$ cat src/rtl/mem_stream_reader_if.sv
// Memory read port and output word stream shared by mem_stream_reader and its neighbours.
// master drives reads and output words; slave is the memory/consumer side.
interface mem_stream_reader_if #(
    parameter int WIDTH      = 16,
    parameter int ADDR_WIDTH = 7
);
    logic                  mem_r_en;
    logic [ADDR_WIDTH-1:0] mem_addr;
    logic [WIDTH-1:0]      mem_r_data;
    logic                  out_valid;
    logic                  out_ready;
    logic [WIDTH-1:0]      out_data;
    logic                  out_last;

    modport master (
        output mem_r_en, mem_addr, out_valid, out_data, out_last,
        input  mem_r_data, out_ready
    );

    modport slave (
        input  mem_r_en, mem_addr, out_valid, out_data, out_last,
        output mem_r_data, out_ready
    );
endinterface

$ cat src/rtl/mem_stream_reader.sv
// Sequential memory run reader with a 2-entry valid/ready output buffer.
// Optional MEM_RD_CHECKSUM_EN adds a running XOR checksum of delivered words.
module mem_stream_reader #(
    parameter int WIDTH      = 16,
    parameter int DEPTH      = 128,
    parameter int ADDR_WIDTH = 7
) (
    input  logic                  clk,
    input  logic                  rst,
    input  logic                  start,
    input  logic [ADDR_WIDTH-1:0] base_addr,
    input  logic [ADDR_WIDTH:0]   len,
    output logic                  busy,
    output logic                  done,
`ifdef MEM_RD_CHECKSUM_EN
    output logic [WIDTH-1:0]      checksum,
`endif
    mem_stream_reader_if.master   bus
);
    localparam int LW = ADDR_WIDTH + 1;
    localparam logic [LW-1:0] MAX_LEN = LW'(DEPTH);

    typedef enum logic [1:0] {IDLE, READ, DRAIN, FIN} state_t;

    state_t                state_q, state_d;
    logic [ADDR_WIDTH-1:0] base_q, last_addr_q, cur_addr;
    logic [LW-1:0]         len_q, issued_q, popped_q, len_eff;
    logic                  inflight_q;
    logic [WIDTH-1:0]      q_mem [2];
    logic                  rd_ptr_q, wr_ptr_q;
    logic [1:0]            cnt_q, occ;
    logic                  issue, pop, push_st, pop_st, accept;

    // A returning word is visible the cycle it arrives; it is stored only if not taken.
    always_comb begin
        len_eff       = (len > MAX_LEN) ? MAX_LEN : len;
        cur_addr      = base_q + issued_q[ADDR_WIDTH-1:0];
        occ           = cnt_q + {1'b0, inflight_q};
        bus.out_valid = (cnt_q != 2'd0) || inflight_q;
        if (cnt_q != 2'd0)
            bus.out_data = q_mem[rd_ptr_q];
        else if (inflight_q)
            bus.out_data = bus.mem_r_data;
        else
            bus.out_data = '0;
        bus.out_last  = bus.out_valid && (popped_q == len_q - 1'b1);
        pop           = bus.out_valid && bus.out_ready;
        issue         = (state_q == READ) && (issued_q != len_q)
                        && ((occ < 2'd2) || pop);
        push_st       = inflight_q && !(pop && (cnt_q == 2'd0));
        pop_st        = pop && (cnt_q != 2'd0);
        bus.mem_r_en  = issue;
        bus.mem_addr  = (state_q == READ) ? cur_addr : last_addr_q;
    end

    always_comb begin
        state_d = state_q;
        busy    = 1'b0;
        done    = 1'b0;
        accept  = 1'b0;
        unique case (state_q)
            IDLE: begin
                if (start) begin
                    accept  = 1'b1;
                    state_d = (len_eff == '0) ? FIN : READ;
                end
            end
            READ: begin
                busy = 1'b1;
                if (issue && (issued_q + 1'b1 == len_q))
                    state_d = DRAIN;
            end
            DRAIN: begin
                busy = 1'b1;
                if (pop && bus.out_last)
                    state_d = FIN;
            end
            FIN: begin
                done    = 1'b1;
                state_d = IDLE;
            end
        endcase
    end

    always_ff @(posedge clk or negedge rst) begin
        if (!rst) begin
            state_q     <= IDLE;
            base_q      <= '0;
            len_q       <= '0;
            issued_q    <= '0;
            popped_q    <= '0;
            last_addr_q <= '0;
            inflight_q  <= 1'b0;
            q_mem[0]    <= '0;
            q_mem[1]    <= '0;
            rd_ptr_q    <= 1'b0;
            wr_ptr_q    <= 1'b0;
            cnt_q       <= 2'd0;
        end else begin
            state_q    <= state_d;
            inflight_q <= issue;
            if (accept) begin
                base_q   <= base_addr;
                len_q    <= len_eff;
                issued_q <= '0;
                popped_q <= '0;
            end
            if (issue) begin
                issued_q    <= issued_q + 1'b1;
                last_addr_q <= cur_addr;
            end
            if (pop)
                popped_q <= popped_q + 1'b1;
            if (push_st) begin
                q_mem[wr_ptr_q] <= bus.mem_r_data;
                wr_ptr_q        <= ~wr_ptr_q;
            end
            if (pop_st)
                rd_ptr_q <= ~rd_ptr_q;
            cnt_q <= cnt_q + {1'b0, push_st} - {1'b0, pop_st};
        end
    end

`ifdef MEM_RD_CHECKSUM_EN
    always_ff @(posedge clk or negedge rst) begin
        if (!rst)
            checksum <= '0;
        else if (accept)
            checksum <= '0;
        else if (pop)
            checksum <= checksum ^ bus.out_data;
    end
`endif
endmodule

$ cat src/flat_wrapper.sv
// flat-port wrapper written by rule: the top's interface ports become plain ports
module mem_stream_reader_flat 
#(
    parameter int WIDTH      = 16,
    parameter int DEPTH      = 128,
    parameter int ADDR_WIDTH = 7
)
  (clk, rst, start, base_addr, len, busy, done, bus_mem_r_en, bus_mem_addr, bus_out_valid, bus_out_data, bus_out_last, bus_mem_r_data, bus_out_ready);
  mem_stream_reader_if #(.WIDTH(WIDTH), .ADDR_WIDTH(ADDR_WIDTH)) bus_i ();
  input  logic clk;
  input  logic rst;
  input  logic start;
  input  logic [ADDR_WIDTH-1:0] base_addr;
  input  logic [ADDR_WIDTH:0] len;
  output logic busy;
  output logic done;
  output wire logic [$bits(bus_i.mem_r_en)-1:0] bus_mem_r_en;
  output wire logic [$bits(bus_i.mem_addr)-1:0] bus_mem_addr;
  output wire logic [$bits(bus_i.out_valid)-1:0] bus_out_valid;
  output wire logic [$bits(bus_i.out_data)-1:0] bus_out_data;
  output wire logic [$bits(bus_i.out_last)-1:0] bus_out_last;
  input wire logic [$bits(bus_i.mem_r_data)-1:0] bus_mem_r_data;
  input wire logic [$bits(bus_i.out_ready)-1:0] bus_out_ready;
  assign bus_mem_r_en = bus_i.mem_r_en;
  assign bus_mem_addr = bus_i.mem_addr;
  assign bus_out_valid = bus_i.out_valid;
  assign bus_out_data = bus_i.out_data;
  assign bus_out_last = bus_i.out_last;
  assign bus_i.mem_r_data = bus_mem_r_data;
  assign bus_i.out_ready = bus_out_ready;
  mem_stream_reader #(.WIDTH(WIDTH), .DEPTH(DEPTH), .ADDR_WIDTH(ADDR_WIDTH)) u_core (.clk(clk), .rst(rst), .start(start), .base_addr(base_addr), .len(len), .busy(busy), .done(done), .bus(bus_i));
endmodule
$ cat config.mk
export PLATFORM = sky130hd
export DESIGN_NAME = mem_stream_reader_flat
export DESIGN_NICKNAME = d
export VERILOG_FILES = /design/src/rtl/mem_stream_reader_if.sv /design/src/rtl/mem_stream_reader.sv /design/src/flat_wrapper.sv
export SDC_FILE = /design/constraint.sdc
export NUM_CORES = 1
export LEC_CHECK = 0
export ABC_CLOCK_PERIOD_IN_PS = 2200
export BUFFER_PORTS_ARGS = -buffer_cell sky130_fd_sc_hd__buf_4
export CAP_MARGIN = 20
export CORE_ASPECT_RATIO = 1.2
export CORE_MARGIN = 1
export CORE_UTILIZATION = 52
export DETAILED_ROUTE_END_ITERATION = 16
export GPL_TIMING_DRIVEN = 0
export PLACE_DENSITY = 0.78
export SLEW_MARGIN = 20
export SYNTH_ARGS = -nofsm -noshare
export SYNTH_HDL_FRONTEND = slang
export SYNTH_SLANG_ARGS = --single-unit
$ cat constraint.sdc
create_clock -name clk -period 2.2 [get_ports clk]
set_clock_uncertainty 0.05 [all_clocks]
set_input_delay 0.11 -clock clk [delete_from_list [all_inputs] [get_ports clk]]
set_output_delay 0.11 -clock clk [all_outputs]
set_load 0.03 [all_outputs]
==> flow_summary.ini <==
[run_status]
outcome = finished, violations left
failed_checks = setup timing

[route]
drc = 0
wl_per_cell_um = 15.7
via_per_inst = 5.55
antenna_left = 0
vias = 3760
drt_iter0_drc = 155
dr.pass1.iters = 4
wirelength_um = 10600

[sta]
relSlewSlack_pct = 36.1
setup_ws_ns = -0.330
post-route-min-period_ns = 2.53
fmax_mhz = 395
hold_viol = 0
maxSlewViolCount = 0
setup-violations-final = 6
whs_ns = 0.0116
min_period_over_period_pct = 115
tightest_slew_ns = 0.959
rsz0062_at_grt = true

[power_and_ir_drop]
ir_drop_mv = 0.342
p_total_mw = 3.51
power_leakage_nw = 2.85
power_per_cell_area_nw_per_um2 = 593

[die]
row_count = 36
dieArea_um2 = 9040
die_y_um = 104
io_pins = 63
fp.coreArea_um2 = 8240
fp.dieW_um = 87.0
start_util_pct = 54.7

[synth]
synthCells = 445
synth_area_leaders = dfrtp_1 (43%), mux2_2 (10%), o21ai_0 (5.3%), ha_1 (4.4%), mux2i_1 (3.8%)
syn_avg_cell_area_um2 = 10.1
yosys.area.top_type = dfrtp_1
synth_flop_cell = dfrtp_1
synth_nets = 497
ys_types = 53
synth_edf_count = 0
yosysTopAreaCellShare_pct = 42.8
ys_seq_area_share_pct = 42.8
postSynthRegisterBits = 77
mappedNetlistArea_um2 = 4510
synth_async_sr_flop_share_pct = 100
yosysWarnings = 0

[clock_tree]
worstSkewPairLatency_ns = 0.37
clockBufferDepth = 2
htreeDepth = 3
tritoncts = yes
path_clk_slew_ns = 0.09
cts-buffers-inserted = 9
clkSinkCount = 77
cts-root-buf = clkbuf_8

[layout]
stdcell_count = 677
num_antenna_cells = 0
areaGrowthSynthToFinish_pct = 31.4
drive_gt1_share_pct = 32.5
fin_nets = 610
multi_input_area_um2 = 2520
seq_area_um2 = 1930
fillers = 588

[critical_path]
start_kind = register
critical_path_required_ns = 2.04
cp_max_fo = 2
worstPathArrival_ns = 2.37
critical_path_class = reg2out
crit_path_end_kind = primary output

[grt]
gr-total-overflow = 0
grt_pass1_wl_um = 17500
first_global_vias = 3761
antenna_found_initial = 0
grt_start_max_net_pins = 78
grt_usage_pct = 24.6

[min_path]
min_path_type = in2reg

[placement]
placed_cells = 621
gp_congestion = 0.892
post-place-ws_ns = -0.305
dp_hpwl_um = 6780
port_buffers = 62

[run]
drv_cap = 0
## worst paths after layout
| check | cells past startpoint | endpoint | from | slack [ns] |
|---|---|---|---|---|
| max reg2reg | 8 | u_core.state_q[1] | u_core.len_q[3] | 0.12 |
| min | 3 | u_core.len_q[3] | len[3] | 0.01 |
| max | 10 | bus_mem_addr[6] | u_core.base_q[0] | -0.33 |
| min in group asynchronous | 2 | u_core.q_mem[21] | rst | 0.40 |
| min reg2reg | 1 | u_core.q_mem[27] | u_core.q_mem[27] | 0.44 |
| max in group asynchronous | 2 | u_core.issued_q[2] | rst | 1.04 |
## per-stage QoR
stage / cell area (µm²) / setup TNS [ns] / util, %
final: 5920 / -1.14 / 71.8
after global routing: 5920 / -1.67 / 71.8
after CTS: 5900 / -0.688 / 71.5
after detailed placement: 5130 / -0.556 / 62.3
after global placement: 5130 / -0.584 / 62.3
after floorplan: 4530 / -0.0751 / -
## worst max-delay path, cell delays in order, from the launching register on
cell      delay (ns)
dfrtp_1         0.40
ha_4            0.15
inv_2           0.04
fa_2            0.35
nor2b_1         0.15
o21ai_2         0.09
a21boi_2        0.21
o21ai_2         0.09
and3_4          0.16
o31ai_4         0.20
buf_6           0.17
## routing by layer
layer | GRT usage, % | routed length, µm
met1 | 30.4 | 4410
met3 | 3.49 | 461
met4 | 10.8 | 241
met2 | 42.1 | 5520
met5 | 0 | 0
## cell families after synthesis
| family | count (synthesis) | synth area share (%) |
|---|---|---|
| adders and majority gates | 17 | 4.89 |
| AOI/OAI and AO/OA | 85 | 11.2 |
| and+or+nand+nor | 131 | 14.8 |
| buffers and inverters | 41 | 4.72 |
| DFF | 77 | 42.8 |
| muxes | 63 | 15.3 |
| xor gates and xnor gates | 31 | 6.36 |
## timing repair
item	CTS	global route
gates resized for setup	37	14
hold buffers	31	0
setup endpoints to repair	21	21
buffers inserted	12	1
hold endpoints to repair	123	0
pin swaps	14	7
## power breakdown
group	total [mW]	leakage [nW]	switching, mW	internal, mW
registers	1.58	1.05	0.109	1.47
clock network	1.22	0.107	0.574	0.649
logic	0.702	1.69	0.402	0.300
## final cells by class
type | count | area share [%]
multi-input combinational | 327 | 42.6
sequential | 77 | 32.6
timing repair buffer | 106 | 15.3
tap | 114 | 2.41
buffer | 22 | 2.35
clock buffer | 10 | 2.16
clock inverter | 6 | 1.59
inverter | 15 | 0.993
## Yosys cell counts, drive strengths merged, types with 5 or more instances
| master | count |
|---|---|
| inv | 15 |
| a21boi | 5 |
| mux2i | 17 |
| xnor2 | 19 |
| dfrtp | 77 |
| mux2 | 46 |
| a21oi | 9 |
| nor2 | 16 |
| ha | 16 |
| clkbuf | 10 |
| xor2 | 11 |
| nand2b | 10 |
| nand2 | 44 |
| o21ai | 56 |
| buf | 16 |
| nor3 | 5 |
| nand4 | 6 |
| nand3 | 25 |
| nor2b | 6 |
## layout by cell type (no fill, tap or decap), types with 3 or more instances in the layout
cell           Yosys  layout
dfrtp_1           77      73
buf_4              3      72
o21ai_0           48      45
nand2_1           44      44
mux2_2            40      37
dlygate4sd3_1      0      31
nand3_1           25      24
mux2i_1           17      17
xnor2_1           19      16
nor2_1            16      13
ha_1              16      13
inv_1             14      11
xor2_1            11      11
nand2b_1          10      10
buf_6              5       9
clkbuf_8           0       9
o21ai_1            8       8
clkbuf_1          10       8
nor2b_1            6       6
a21oi_1            8       6
nand4_1            6       6
mux2_1             6       6
buf_2              8       5
a31oi_1            4       4
dfrtp_2            0       4
inv_2              1       3
nor2_2             0       3
a21oi_2            1       3
mux2_4             0       3
o21ai_2            0       3
xnor2_2            0       3
a21boi_1           2       3
and3_1             4       3
## state kept, by name (all words and copies together) (netlist names)
| name | cells |
|---|---|
| u_core.base_q | 7 |
| u_core.wr_ptr_q | 1 |
| u_core.inflight_q | 1 |
| u_core.popped_q | 8 |
| u_core.last_addr_q | 7 |
| u_core.issued_q | 8 |
| u_core.q_mem | 32 |
| u_core.state_q | 2 |
| u_core.len_q | 8 |
| u_core.rd_ptr_q | 1 |
| u_core.cnt_q | 2 |
Note: power is estimated with default switching activity, not from simulation.
